<file path="src/rtl/cell_core_issue_pkg.sv">
// Shared ISA definitions for the cell core: opcodes, instruction field layout
// and the register-writing opcode predicate.
package cell_core_issue_pkg;

  localparam logic [3:0] OpLi   = 4'd0;
  localparam logic [3:0] OpAdd  = 4'd1;
  localparam logic [3:0] OpSub  = 4'd2;
  localparam logic [3:0] OpAnd  = 4'd3;
  localparam logic [3:0] OpOr   = 4'd4;
  localparam logic [3:0] OpNor  = 4'd5;
  localparam logic [3:0] OpSeq  = 4'd6;
  localparam logic [3:0] OpSlt  = 4'd7;
  localparam logic [3:0] OpMul  = 4'd8;
  localparam logic [3:0] OpShr  = 4'd9;
  localparam logic [3:0] OpFmul = 4'd10;

  localparam int unsigned OpcodeLsb = 20;
  localparam int unsigned RdLsb     = 16;
  localparam int unsigned RsLsb     = 12;
  localparam int unsigned RtLsb     = 8;
  localparam int unsigned ImmLsb    = 0;

  typedef struct packed {
    logic [3:0] opcode;
    logic [3:0] rd;
    logic [3:0] rs;
    logic [3:0] rt;
    logic [7:0] imm;
  } instr_t;

  // Codes 11..15 are unassigned and retire as NOPs.
  function automatic logic writes_reg(input logic [3:0] opcode);
    case (opcode)
      OpLi, OpAdd, OpSub, OpAnd, OpOr, OpNor, OpSeq, OpSlt, OpMul, OpShr, OpFmul: return 1'b1;
      default: return 1'b0;
    endcase
  endfunction

endpackage

</file>
<file path="src/rtl/cell_core_regfile.sv">
// Cell core register file: two operand read ports, one debug read port,
// one synchronous write port; all entries cleared by asynchronous reset.
module cell_core_regfile #(
  parameter int unsigned REGISTER_LENGTH = 32,
  parameter int unsigned NUM_REGS        = 16
) (
  input  logic                       clk,
  input  logic                       rst,
  input  logic [3:0]                 raddr_a,
  input  logic [3:0]                 raddr_b,
  input  logic [3:0]                 dbg_addr,
  output logic [REGISTER_LENGTH-1:0] rdata_a,
  output logic [REGISTER_LENGTH-1:0] rdata_b,
  output logic [REGISTER_LENGTH-1:0] dbg_data,
  input  logic                       we,
  input  logic [3:0]                 waddr,
  input  logic [REGISTER_LENGTH-1:0] wdata
);

  logic [REGISTER_LENGTH-1:0] regs_q [NUM_REGS];

  always_ff @(posedge clk or posedge rst) begin
    if (rst) begin
      for (int i = 0; i < NUM_REGS; i++) begin
        regs_q[i] <= '0;
      end
    end else if (we) begin
      regs_q[waddr] <= wdata;
    end
  end

  assign rdata_a  = regs_q[raddr_a];
  assign rdata_b  = regs_q[raddr_b];
  assign dbg_data = regs_q[dbg_addr];

endmodule

</file>
<file path="src/rtl/cell_core_issue.sv">
// Issue/writeback stage of the cell core. Define CELL_CORE_ISSUE_FORWARD_EN to
// bypass the in-flight ALU result into operands and accept one instruction per cycle.
module cell_core_issue
  import cell_core_issue_pkg::*;
#(
  parameter int unsigned REGISTER_LENGTH = 32,
  parameter int unsigned NUM_REGS        = 16
) (
  input  logic                       clk,
  input  logic                       rst,
  input  logic [23:0]                instr,
  input  logic                       instr_valid,
  output logic                       instr_ready,
  output logic [3:0]                 alu_opcode,
  output logic [7:0]                 alu_immediate,
  output logic [REGISTER_LENGTH-1:0] alu_first,
  output logic [REGISTER_LENGTH-1:0] alu_second,
  input  logic [REGISTER_LENGTH-1:0] alu_result,
  output logic                       retired,
  input  logic [3:0]                 dbg_addr,
  output logic [REGISTER_LENGTH-1:0] dbg_data
);

  instr_t                     dec;
  logic                       accept;
  logic [REGISTER_LENGTH-1:0] rf_a, rf_b;
  logic [REGISTER_LENGTH-1:0] op_first, op_second;

  logic                       iss_valid_q;
  logic [3:0]                 iss_opcode_q;
  logic [3:0]                 iss_rd_q;
  logic [7:0]                 iss_imm_q;
  logic [REGISTER_LENGTH-1:0] iss_first_q, iss_second_q;

  always_comb begin
    dec.opcode = instr[OpcodeLsb +: 4];
    dec.rd     = instr[RdLsb +: 4];
    dec.rs     = instr[RsLsb +: 4];
    dec.rt     = instr[RtLsb +: 4];
    dec.imm    = instr[ImmLsb +: 8];
  end

`ifdef CELL_CORE_ISSUE_FORWARD_EN
  logic fwd_live;

  assign instr_ready = 1'b1;
  assign fwd_live    = iss_valid_q && writes_reg(iss_opcode_q);
  // The instruction retiring this edge has not reached the register file yet.
  assign op_first    = (fwd_live && (iss_rd_q == dec.rs)) ? alu_result : rf_a;
  assign op_second   = (fwd_live && (iss_rd_q == dec.rt)) ? alu_result : rf_b;
`else
  assign instr_ready = !iss_valid_q;
  assign op_first    = rf_a;
  assign op_second   = rf_b;
`endif

  assign accept = instr_valid && instr_ready;

  always_ff @(posedge clk or posedge rst) begin
    if (rst) begin
      iss_valid_q  <= 1'b0;
      iss_opcode_q <= '0;
      iss_rd_q     <= '0;
      iss_imm_q    <= '0;
      iss_first_q  <= '0;
      iss_second_q <= '0;
    end else begin
      iss_valid_q <= accept;
      if (accept) begin
        iss_opcode_q <= dec.opcode;
        iss_rd_q     <= dec.rd;
        iss_imm_q    <= dec.imm;
        iss_first_q  <= op_first;
        iss_second_q <= op_second;
      end
    end
  end

  assign alu_opcode    = iss_opcode_q;
  assign alu_immediate = iss_imm_q;
  assign alu_first     = iss_first_q;
  assign alu_second    = iss_second_q;
  assign retired       = iss_valid_q;

  cell_core_regfile #(
    .REGISTER_LENGTH(REGISTER_LENGTH),
    .NUM_REGS       (NUM_REGS)
  ) u_regfile (
    .clk     (clk),
    .rst     (rst),
    .raddr_a (dec.rs),
    .raddr_b (dec.rt),
    .dbg_addr(dbg_addr),
    .rdata_a (rf_a),
    .rdata_b (rf_b),
    .dbg_data(dbg_data),
    .we      (iss_valid_q && writes_reg(iss_opcode_q)),
    .waddr   (iss_rd_q),
    .wdata   (alu_result)
  );

endmodule

</file>
<file path="config.mk">
export PLATFORM = sky130hd
export DESIGN_NAME = cell_core_issue
export DESIGN_NICKNAME = d
export VERILOG_FILES = /design/src/rtl/cell_core_issue_pkg.sv /design/src/rtl/cell_core_regfile.sv /design/src/rtl/cell_core_issue.sv
export SDC_FILE = /design/constraint.sdc
export NUM_CORES = 1
export LEC_CHECK = 0
export ABC_AREA = 0
export CAP_MARGIN = 20
export CORE_MARGIN = 5
export CORE_UTILIZATION = 60
export CTS_CLUSTER_DIAMETER = 150
export DETAILED_ROUTE_END_ITERATION = 6
export PLACE_DENSITY = 0.8
export SLEW_MARGIN = 20
export SYNTH_ARGS = -nofsm -noshare
export SYNTH_HDL_FRONTEND = slang
export SYNTH_HIERARCHICAL = 1
export SYNTH_SLANG_ARGS = --single-unit
</file>
<file path="constraint.sdc">
create_clock -name clk -period 18.37 [get_ports clk]
set_input_delay 2.7555 -clock clk [delete_from_list [all_inputs] [get_ports clk]]
set_output_delay 2.7555 -clock clk [all_outputs]
set_load 0.02 [all_outputs]
</file>
======== Word-level counts from Yosys, hierarchy flattened ========
Memory sizes are Yosys's and may differ from the RTL's.
Index checks and enable logic that the tools add are counted.
storage, ports and cells
  bits in registers ....................... 593
  ROM bits ................................ 16
  input bits .............................. 63
  output and inout bits ................... 110
  logic and storage cells ................. 48
  memories kept ........................... 1
operators by class
  $lt $le $gt $ge ......................... 5
  muxes and demuxes ....................... 12
  bitwise logic cells ..................... 4
  reduce and logical (&&, ||, !) cells .... 4
memories
  memory           depth  width  rd ports  clocked after memory_dff  write ports  line                       RTL
  (no name shown)  16     1      1         0                         0            cell_core_issue_pkg.sv:33  case (opcode)
operators by type and width
  operator            count
  $bwmux 512          1
  $bmux 32 s4         3
  $mux 32             7
  $demux 32 s4        1
  $ge 5x5->1 const B  4
  $not 4->5           4
  $lt 5x1->1 const B  1
  $logic_and 1x1->1   3
  $logic_not 1->1     1

======== Longest topological paths before layout ========
  depth in word-level cells ............... 6
  mapped depth ............................ 7
  depth with buffers taken out ............ 5

======== Cells and area by module ========
Netlist, hierarchy kept.
by module, submodules not included
  module             instances  cells each  area each (sq um)
  cell_core_regfile  1          1948        30201.5
  cell_core_issue    1          175         3438.3

======== Worst setup path before layout ========
No wires, ideal clock.
  path type ............................... input -> output
  start ................................... input port dbg_addr[0]
  end ..................................... output port dbg_data[15]
  arrival ................................. 4.067 ns
  required time ........................... 15.615 ns
  setup slack ............................. 11.548 ns
  stages .................................. 5
  path buffers ............................ 2
  cell sequence ........................... buf_4 > buf_2 > mux4_2 > a22oi_1 > nand2_1
between the ends
  word-level cells in the longest chain between the ends .. 4
ends and longest elaborated chain
  item                                        line                     RTL
  start, declared                             cell_core_issue.sv:20    input logic [3:0] dbg_addr,
  $not 4->5 (implied by the code)             cell_core_regfile.sv:34  assign dbg_data = regs_q[dbg_addr];
  $bmux 32 s4                                 cell_core_regfile.sv:34
  $mux 32 (implied by the code) (2 in a row)  cell_core_regfile.sv:34
  end, declared                               cell_core_issue.sv:21    output logic [REGISTER_LENGTH-1:0] dbg_data
Every way passes these cells. The select of a mux whose other input is x is not followed.

======== Worst setup path after layout ========
  start ................................... input port dbg_addr[0]
  end ..................................... output port dbg_data[25]
The elaborated chain is that of the path after synthesis.

==> results.json <==
{
  "die_area_um2": 60900,
  "antenna_found_initial": 3,
  "holdCritStartpoint": "alu_first[5]$_DFFE_PP0P_",
  "fp-row-count": 86,
  "final_nets": 2249,
  "tightest_slew_ps": 1180,
  "switchingPower_mw": 1.83,
  "cp_data_arrival_time_ps": 6430,
  "grt_overflow": 0,
  "clkSinkCount": 593,
  "grt_use_total_pct": 32.2,
  "p_sw_share_pct": 30.8,
  "cts_buffers": 66,
  "crit_family": "buffers and inverters",
  "slew_headroom_pct": 21.4,
  "crit_required_ps": 15610,
  "cpMaxStageDelayCell": "buf_4",
  "intPower_mw": 4.10,
  "drv_cap": 0,
  "grt_max_degree": 140,
  "critical_path.max_fanout": 56,
  "slowest_delay_ps": 890,
  "path_clk_slew_ps": 50,
  "gp_congestion": 0.797,
  "seq_power_share_pct": 41.3,
  "viasPerCell": 7.34,
  "drive_above_1_share_pct": 51.5,
  "layout_commonest_cell": "dfrtp_1",
  "fin_setup_tns_ps": 0,
  "final_area_um2": 38000,
  "synth_area_um2": 33600,
  "portBuffers": 172,
  "wl_per_cell_um": 32.4,
  "route.detailed.drc": 0,
  "power_leakage_nw": 15.7,
  "drt-pass1-iter-count": 5,
  "fmax_mhz": 109,
  "die_h_um": 247,
  "crit_chain": "clkbuf_8 > buf_4 > buf_4 > mux4_2 > a22oi_1 > nand2_1 > clkdlybuf4s50_1",
  "min_period_ps": 9190,
  "root_buffer": "clkbuf_16",
  "final_core_util_pct": 68.8,
  "avgSynthCellArea_um2": 15.8,
  "rsz0062_at_grt": "false",
  "clockBufferDepth": 3,
  "place_hpwl_um": 50700,
  "cts_setup_buffers": 0,
  "startpoint": "dbg_addr[0]",
  "clockPowerShare_pct": 23.8,
  "slew_violations": 0,
  "rrSetupSlack_ps": 15260,
  "ys_ff_latch": 593,
  "drt_iter0_drc": 2762,
  "layout_common_cells": "593 x dfrtp_1, 500 x mux2_2, 384 x mux4_2",
  "fillCellCount": 3627,
  "synth.distinct_cells": 25,
  "finalCritPeriodShare_pct": 50.0,
  "io_pins": 173,
  "worstSkewPairLatency_ps": 600,
  "cpMostUsedCell": "buf_4",
  "core_um2": 55300,
  "peakVddDrop_mv": 0.106,
  "total_power_mw": 5.93,
  "start_util_pct": 60.8,
  "regToRegStartpoint": "alu_opcode[1]$_DFFE_PP0P_",
  "drtAntennaViolNets": 0,
  "combPwrFrac_pct": 35.0,
  "area_delta_synth_final_pct": 13.1,
  "worstSetupEndpointType": "primary output",
  "cp_num_buf_inv": 4,
  "grt_pass1_wl_um": 147000,
  "fp.dieW_um": 247,
  "cts_hold_buffers": 0,
  "startpoint_type": "primary input",
  "syn_inst": 2123,
  "hold_ws_ps": 508,
  "power_per_cell_area_nw_per_um2": 156,
  "finalHoldViolations": 0,
  "ctsHtreeMaxLevel": 3,
  "outcome": "completed",
  "yosysSeqAreaShare_pct": 44.1,
  "final.setup_skew_ps": 18.8,
  "cts_tree": "yes",
  "routed_wl_um": 96600,
  "critPathKind": "primary input to primary output",
  "grt_pass1_vias": 23036,
  "min_path_type": "flip-flop to flip-flop",
  "cts_resized": 0,
  "syn_nets": 2186,
  "place_area_um2": 35700,
  "vias": 21897,
  "yosysWarnings": 6,
  "finalSetupViolCount": 0
}
-- sequential cells by signal, summed over array words and instances, names as in the netlist --
name,cells
iss_rd_q,4
alu_immediate,8
alu_opcode,4
alu_first,32
u_regfile/regs_q,512
alu_second,32
retired,1
-- final cells by class --
class                      count  area [um^2]  share of cell area, %
antenna                        1         2.50                0.00658
clock buffer                 102         2060                   5.42
clock inverter                15          254                  0.668
inverter                       3         21.3                 0.0559
multi-input combinational   1303        17800                   46.8
sequential                   593        14800                   39.0
tap                          748          936                   2.46
timing repair buffer         219         2110                   5.56
-- cells in the mapped netlist (all sizes together) --
cell	instances	area (um^2)
a21oi	1	5.00
mux4	384	8650
nand3b	2	15.0
inv	3	11.3
and2	3	18.8
nand2b	4	25.0
nand2	98	368
a21o	1	7.51
a22oi	192	1440
nor2	13	48.8
clkbuf	101	379
or3	3	18.8
buf	123	776
nand3	1	5.00
mux2	592	6960
dfrtp	593	14800
nor2b	8	57.6
nor3b	1	12.5
-- path summary, 6_finish.rpt --
path	to	cells after the start
max in group asynchronous	u_regfile/regs_q[463]$_DFFE_PP0P_	5
min reg2reg	alu_first[5]$_DFFE_PP0P_	1
min in group asynchronous	u_regfile/regs_q[193]$_DFFE_PP0P_	2
max reg2reg	u_regfile/regs_q[403]$_DFFE_PP0P_	6
max	dbg_data[25]	7
min	alu_first[5]$_DFFE_PP0P_	1
-- stage by stage --
step	instances	setup WS [ps]
global placement	2864	9120
global route	2984	8860
detailed placement	2864	9110
CTS	2981	9100
floorplan	2123	1310
finish	2984	9180
-- power by group through the flow --
| stage | Sequential (mW) | Combinational, mW | Clock, mW |
|---|---|---|---|
| global placement | 2.36 | 2.01 | 0 |
| finish | 2.45 | 2.07 | 1.41 |
| global route | 2.52 | 2.20 | 1.48 |
| detailed placement | 2.43 | 2.07 | 0 |
| floorplan | 2.35 | 1.49 | 0 |
| CTS | 2.42 | 2.08 | 1.42 |
-- kinds of logic (layout without fill, tap and decap cells) --
group	Yosys count	after routing	synth area share [%]
mux	976	976	46.4
buf+inv	227	339	3.47
compound gates	194	194	4.32
other cells	0	1	0
flops	593	593	44.1
simple gates	133	133	1.69
-- per-layer routing --
layer	part of all wire, %	wire length [um]	vias to the layer above	global-route usage [%]
li1	-	-	8565	-
met1	37	36100	11735	44.2
met2	48	46600	1330	50.9
met3	11	10300	263	7.81
met4	3.7	3580	4	12.0
met5	0.022	21	-	0
Power figures use the tool's default switching activity.
